===== src/rtl/div_8bit_seq.sv =====
// ----------------------------------------------------------------------------
// div_8bit_seq
//   Iterative restoring divider. It produces one quotient bit per clock by
//   trial subtraction, so a nonzero-divisor operation needs WIDTH BUSY cycles.
//   A valid/ready handshake sits on the issue side and another on the result
//   side. A zero divisor skips the iterations and goes straight to DONE.
//
// Ports
//   clk          in   1      clock, rising edge
//   reset        in   1      asynchronous, active-high reset
//   in_valid     in   1      operands valid
//   in_ready     out  1      high only in IDLE
//   dividend     in   WIDTH  numerator, sampled on accept
//   divisor      in   WIDTH  denominator, sampled on accept
//   out_valid    out  1      high only in DONE
//   out_ready    in   1      consumer takes result
//   quotient     out  WIDTH  result quotient (held until next DONE entry)
//   remainder    out  WIDTH  result remainder (held until next DONE entry)
//   div_by_zero  out  1      last result came from a zero divisor
//
// Configuration
//   DIV_SIGNED_EN  when defined, operands are two's complement. The core
//                  divides magnitudes. Sign fix-up is combinational on the
//                  held results: the quotient is negated when the operand
//                  signs differ, and the remainder takes the dividend's sign.
// ----------------------------------------------------------------------------
module div_8bit_seq #(
    parameter int WIDTH = 8
) (
    input  logic             clk,
    input  logic             reset,
    input  logic             in_valid,
    output logic             in_ready,
    input  logic [WIDTH-1:0] dividend,
    input  logic [WIDTH-1:0] divisor,
    output logic             out_valid,
    input  logic             out_ready,
    output logic [WIDTH-1:0] quotient,
    output logic [WIDTH-1:0] remainder,
    output logic             div_by_zero
);

    localparam int CW = (WIDTH > 1) ? $clog2(WIDTH) : 1;

    typedef enum logic [1:0] {
        S_IDLE = 2'd0,
        S_BUSY = 2'd1,
        S_DONE = 2'd2
    } state_t;

    state_t           state_q, state_d;

    // Iteration state
    logic [WIDTH-1:0] rem_acc_q, rem_acc_d;
    logic [WIDTH-1:0] q_acc_q,   q_acc_d;
    logic [WIDTH-1:0] dvs_q,     dvs_d;
    logic [CW-1:0]    cnt_q,     cnt_d;

    // Held results (magnitudes when signed)
    logic [WIDTH-1:0] quot_q, quot_d;
    logic [WIDTH-1:0] rmd_q,  rmd_d;
    logic             dbz_q,  dbz_d;

    logic             accept;
    logic             finish;
    logic [WIDTH-1:0] a_mag, b_mag;

    // One restoring step
    logic [WIDTH:0]   shifted;
    logic [WIDTH:0]   trial;
    logic             trial_ok;
    logic [WIDTH-1:0] step_rem;
    logic [WIDTH-1:0] step_q;

    assign accept = in_valid && in_ready;
    assign finish = (state_q == S_BUSY) && (cnt_q == '0);

    // Shift {rem_acc,q_acc} left by one. The top WIDTH+1 bits are the
    // partial remainder that is tried against the divisor.
    assign shifted = {rem_acc_q, q_acc_q[WIDTH-1]};

    // (WIDTH+1)-bit a + ~b + 1 subtractor.
    assign trial = shifted + ~{1'b0, dvs_q} + {{WIDTH{1'b0}}, 1'b1};

    // shifted can reach 2^(WIDTH+1)-1 while the divisor stays below 2^WIDTH.
    // When shifted's MSB is set, the difference is positive. Otherwise both
    // values fit in WIDTH bits, so trial's MSB is the sign.
    assign trial_ok = shifted[WIDTH] | ~trial[WIDTH];

    assign step_rem = trial_ok ? trial[WIDTH-1:0] : shifted[WIDTH-1:0];
    assign step_q   = {q_acc_q[WIDTH-2:0], trial_ok};

    // ------------------------------------------------------------------
    // FSM: state register
    // ------------------------------------------------------------------
    always_ff @(posedge clk or posedge reset) begin
        if (reset) state_q <= S_IDLE;
        else       state_q <= state_d;
    end

    // FSM: next state
    always_comb begin
        state_d = state_q;
        case (state_q)
            S_IDLE:  if (in_valid) state_d = (divisor == '0) ? S_DONE : S_BUSY;
            S_BUSY:  if (cnt_q == '0) state_d = S_DONE;
            S_DONE:  if (out_ready) state_d = S_IDLE;
            default: state_d = S_IDLE;
        endcase
    end

    // FSM: outputs
    always_comb begin
        in_ready  = 1'b0;
        out_valid = 1'b0;
        case (state_q)
            S_IDLE:  in_ready  = 1'b1;
            S_DONE:  out_valid = 1'b1;
            default: ;
        endcase
    end

    // ------------------------------------------------------------------
    // Datapath
    // ------------------------------------------------------------------
    always_comb begin
        rem_acc_d = rem_acc_q;
        q_acc_d   = q_acc_q;
        dvs_d     = dvs_q;
        cnt_d     = cnt_q;
        quot_d    = quot_q;
        rmd_d     = rmd_q;
        dbz_d     = dbz_q;
        if (accept) begin
            if (divisor == '0) begin
                quot_d = '1;
                rmd_d  = dividend;
                dbz_d  = 1'b1;
            end else begin
                // The quotient bits shift into q_acc as the dividend shifts out.
                rem_acc_d = '0;
                q_acc_d   = a_mag;
                dvs_d     = b_mag;
                cnt_d     = CW'(WIDTH - 1);
                dbz_d     = 1'b0;
            end
        end else if (state_q == S_BUSY) begin
            rem_acc_d = step_rem;
            q_acc_d   = step_q;
            if (cnt_q == '0) begin
                quot_d = step_q;
                rmd_d  = step_rem;
            end else begin
                cnt_d = cnt_q - CW'(1);
            end
        end
    end

    always_ff @(posedge clk or posedge reset) begin
        if (reset) begin
            rem_acc_q <= '0;
            q_acc_q   <= '0;
            dvs_q     <= '0;
            cnt_q     <= '0;
            quot_q    <= '0;
            rmd_q     <= '0;
            dbz_q     <= 1'b0;
        end else begin
            rem_acc_q <= rem_acc_d;
            q_acc_q   <= q_acc_d;
            dvs_q     <= dvs_d;
            cnt_q     <= cnt_d;
            quot_q    <= quot_d;
            rmd_q     <= rmd_d;
            dbz_q     <= dbz_d;
        end
    end

    assign div_by_zero = dbz_q;

`ifdef DIV_SIGNED_EN
    // Signs of the operation in flight, and signs of the held result.
    // The held-result flags are updated only on DONE entry, so the outputs
    // stay stable while the next operation iterates.
    logic op_qneg_q,  op_qneg_d;
    logic op_rneg_q,  op_rneg_d;
    logic res_qneg_q, res_qneg_d;
    logic res_rneg_q, res_rneg_d;

    assign a_mag = dividend[WIDTH-1] ? -dividend : dividend;
    assign b_mag = divisor[WIDTH-1]  ? -divisor  : divisor;

    always_comb begin
        op_qneg_d  = op_qneg_q;
        op_rneg_d  = op_rneg_q;
        res_qneg_d = res_qneg_q;
        res_rneg_d = res_rneg_q;
        if (accept) begin
            if (divisor == '0) begin
                // A zero-divisor result is reported raw, with no fix-up.
                res_qneg_d = 1'b0;
                res_rneg_d = 1'b0;
            end else begin
                op_qneg_d = dividend[WIDTH-1] ^ divisor[WIDTH-1];
                op_rneg_d = dividend[WIDTH-1];
            end
        end else if (finish) begin
            res_qneg_d = op_qneg_q;
            res_rneg_d = op_rneg_q;
        end
    end

    always_ff @(posedge clk or posedge reset) begin
        if (reset) begin
            op_qneg_q  <= 1'b0;
            op_rneg_q  <= 1'b0;
            res_qneg_q <= 1'b0;
            res_rneg_q <= 1'b0;
        end else begin
            op_qneg_q  <= op_qneg_d;
            op_rneg_q  <= op_rneg_d;
            res_qneg_q <= res_qneg_d;
            res_rneg_q <= res_rneg_d;
        end
    end

    // For most-negative / -1, the magnitude quotient is 2^(WIDTH-1) and is
    // not negated, so it already reads as the most-negative value.
    assign quotient  = res_qneg_q ? -quot_q : quot_q;
    assign remainder = res_rneg_q ? -rmd_q  : rmd_q;
`else
    assign a_mag     = dividend;
    assign b_mag     = divisor;
    assign quotient  = quot_q;
    assign remainder = rmd_q;
`endif

endmodule


===== config.mk =====
export PLATFORM = sky130hd
export DESIGN_NAME = div_8bit_seq
export DESIGN_NICKNAME = d
export VERILOG_FILES = /design/src/rtl/div_8bit_seq.sv
export SDC_FILE = /design/constraint.sdc
export NUM_CORES = 1
export LEC_CHECK = 0
export BUFFER_PORTS_ARGS = -buffer_cell sky130_fd_sc_hd__clkbuf_2
export CAP_MARGIN = 20
export CORE_UTILIZATION = 56
export DETAILED_ROUTE_END_ITERATION = 10
export PLACE_DENSITY_LB_ADDON = 0.25
export SKIP_CTS_REPAIR_TIMING = 1
export SYNTH_ARGS = -nofsm -noshare
export SYNTH_HDL_FRONTEND = slang
export SYNTH_SLANG_ARGS = --single-unit

===== constraint.sdc =====
create_clock -name clk -period 2.9 [get_ports clk]
set_input_delay 0.58 -clock clk [delete_from_list [all_inputs] [get_ports clk]]
set_output_delay 0.58 -clock clk [all_outputs]
set_load 0.01 [all_outputs]

==> out/qor.yml <==
status:
  status: "finished clean"
global_routing:
  grt_pass1_vias: 1850
  met2_usage_pct: 39.4
  grt_use_met1_pct: 37.7
  use_met3_pct: 4.39
  grt.busiest_layer: "met2"
  grt_usage_pct: 26.1
  grt_pass1_wl_mm: 8.81
  grt_max_degree: 47
  gr-total-overflow: 0
  antenna_found_initial: 0
place:
  gp_congestion: 0.915
  hpwlAfterDp_mm: 3.75
  dp_slack_ps: 425
  port_buffers: 38
critical_path:
  rr_startpoint: "q_acc_q[7]$_DFFE_PP0P_"
  start_kind: "register"
  end_kind: "register"
  r2r_setup_slack_ps: 440
  cp_max_fo: 5
  cp.arrival_ps: 2680
  rr_worst_depth: 10
  worst-setup-path-type: "reg2reg"
  crit_required_ps: 3110
  cp-endpoint: "remainder[3]$_DFFE_PP0P_"
  worstReg2RegEnd: "remainder[3]$_DFFE_PP0P_"
  startpoint: "q_acc_q[7]$_DFFE_PP0P_"
layout:
  drive_gt1_share_pct: 20.2
  syn_to_final_growth_pct: 14.0
  ff_latch_area_um2: 1150
  nNetsFinal: 322
  fin_util_pct: 67.5
  diodes: 0
  multiInputGateArea_um2: 1110
  fillers: 327
power:
  p_comb_share_pct: 53.2
  leakage_nw: 1.27
  power_frac_clock_pct: 15.2
  p_int_mw: 2.16
  switching_share_pct: 42.7
  p_sw_mw: 1.61
  ir_worst_vdd_mv: 0.705
  powerDensity_nw_per_um2: 1370
  p_seq_share_pct: 31.7
drt:
  vias: 2035
  via_per_inst: 5.95
  wl_per_cell_um: 15.3
  drt_iter0_markers: 146
  drt_pass1_iterations: 4
  ant_nets: 0
  drt-total-wl_mm: 5.22
  drc_errors: 0
clocking:
  clkLatencyLatePin_ps: 300
  clkTransAtPathRegs_ps: 90
  cts_root_buffer: "clkbuf_8"
  ctsLongestPathBuffers: 2
  h-tree-depth: 2
  cts_made_buffers: 5
  clock-sinks: 46
  cts_tree: "yes"
flow_run:
  cap_violations: 0
timing:
  fmax_mhz: 406
  slew_headroom_pct: 37.2
  timing.setup.tns_ps: 0
  rsz0062_at_grt: "no"
  hold_viol: 0
  worst_slack_ps: 437
  tightest_slew_ps: 941
  period_needed_ps: 2460
  fin_crit_sh_pct: 84.9
  fin_skew_ps: 6.37
  setup_viol: 0
  drv_slew: 0
floorplanning:
  io_pins: 39
  fp.dieH_um: 67.5
  die_w_um: 67.5
  start_util_pct: 59.2
  dieArea_um2: 4560
  rows: 23
  core_um2: 4060
logic_synthesis:
  syn_inst: 255
  avgSynthCellArea_um2: 9.42
  seq_area_frac_synth_pct: 47.9
  ys_ff_latch: 46
  ys_types: 42
  syn_area_um2: 2400
  yosys_warnings: 0
  synth_fp_nets: 286
min_path:
  holdCritPathClass: "in2async"
## stage by stage
stage	area (µm²)	hold slack [ps]	std cells	total power, mW
4_1_cts	2740	498	342	3.76
3_5_place_dp	2600	476	334	3.19
5_1_grt	2740	517	342	4.12
3_3_place_gp	2600	469	334	3.12
6_report	2740	467	342	3.77
2_1_floorplan	2400	485	255	2.69
## cell families after synthesis
logic type,after synthesis,synth area share [%]
buffers and inverters,27,5.68
adder cells (fa/ha/maj),11,6.04
XOR/XNOR,2,0.729
flip-flops,46,47.9
AO/OA/AOI/OAI,73,21.4
AND/OR/NAND/NOR,95,17.8
multiplexers,1,0.469
## synthesized netlist by cell type
master	n	area share, %
a211oi_2	1	0.52
a21boi_0	1	0.31
a21o_1	6	1.9
a21oi_1	9	1.9
a22oi_1	1	0.31
a31oi_1	15	3.9
a32oi_1	2	0.73
a41oi_1	6	2.2
and2_1	2	0.52
and3_1	2	0.52
buf_1	1	0.16
buf_2	4	0.83
buf_4	4	1.3
buf_6	2	0.94
clkbuf_1	2	0.31
dfrtp_1	46	48
fa_1	1	0.83
ha_1	10	5.2
inv_1	14	2.2
mux2_2	1	0.47
nand2_1	33	5.2
nand2b_1	3	0.78
nand3_1	10	2.1
nand4_1	2	0.52
nor2_1	36	5.6
nor2b_1	1	0.26
nor3b_1	1	0.31
nor4_2	2	1.0
o2111ai_1	1	0.36
o211a_1	1	0.42
o21a_1	5	1.6
o21ai_0	12	2.5
o21ai_1	1	0.21
o21ai_2	1	0.36
o22a_1	7	2.6
o31a_1	2	0.73
o31ai_2	1	0.52
o32a_1	1	0.42
or2_2	1	0.26
or3_1	1	0.26
or3b_4	1	0.47
xor2_1	2	0.73
## critical path, cell delays in order, from the launching register on
cell	delay, ps
dfrtp_1	410
inv_1	70
ha_1	160
inv_1	50
fa_1	410
a211oi_2	270
o31ai_2	130
o21ai_1	330
buf_4	210
nand3_1	100
a41oi_1	230
## how the worst min path moves through the flow
stage                     depth (start not counted)                    start  slack, ps                      end
after floorplan                                   1     dvs_q[0]$_DFFE_PP0P_        480     dvs_q[0]$_DFFE_PP0P_
after global placement                            1  quotient[3]$_DFFE_PP0P_        470  quotient[3]$_DFFE_PP0P_
after detailed placement                          1  quotient[6]$_DFFE_PP0P_        480  quotient[6]$_DFFE_PP0P_
after CTS                                         1  quotient[6]$_DFFE_PP0P_        500  quotient[6]$_DFFE_PP0P_
after global routing                              1  quotient[4]$_DFFE_PP0P_        520  quotient[4]$_DFFE_PP0P_
final                                             2                    reset        470     cnt_q[1]$_DFFE_PP0P_
## layout make-up
type,instances,area share [%]
multi-input cells,182,40.7
inverters,14,1.92
clock inverters,3,2.51
repair buffers,42,8.04
flip-flops and latches,46,42.0
well taps,50,2.28
clock buffers,5,2.51
## power groups by stage
stage	sequential, mW	clock, mW	combinational (mW)
final	1.19	0.571	2.00
after global routing	1.23	0.605	2.28
after CTS	1.19	0.577	2.00
after detailed placement	1.20	0	1.99
after global placement	1.20	0	1.93
after floorplan	1.20	0	1.49
## sequential cells by signal (all words and copies together) (netlist names)
| name | count |
|---|---|
| cnt_q | 3 |
| q_acc_q | 8 |
| state_q | 2 |
| dvs_q | 8 |
| remainder | 8 |
| quotient | 8 |
| rem_acc_q | 8 |
| div_by_zero | 1 |
## cells in the final DEF (no fill, tap or decap), types with 2 or more instances in the layout
cell and n:
nand2_1 33, nor4_2 2, o21ai_0 12, a31oi_1 15, dfrtp_1 46, bufinv_16 2, xor2_1 2, a32oi_1 2
nor2_1 36, inv_1 13, nand4_1 2, o22a_1 7, nand3_1 10, and3_1 2, a21o_1 6, o31a_1 2
a21oi_1 9, a41oi_1 6, buf_4 4, and2_1 2, clkbuf_2 38, o21a_1 5, clkbuf_8 5, nand2b_1 3
ha_1 10
## layer usage
layer  share of wire, %  up-vias
met1                 47      981
li1                   -      984
met5                  0        -
met3                5.0        8
met4                1.9        0
met2                 46       62
No activity file was read; power rests on OpenSTA's default activity.
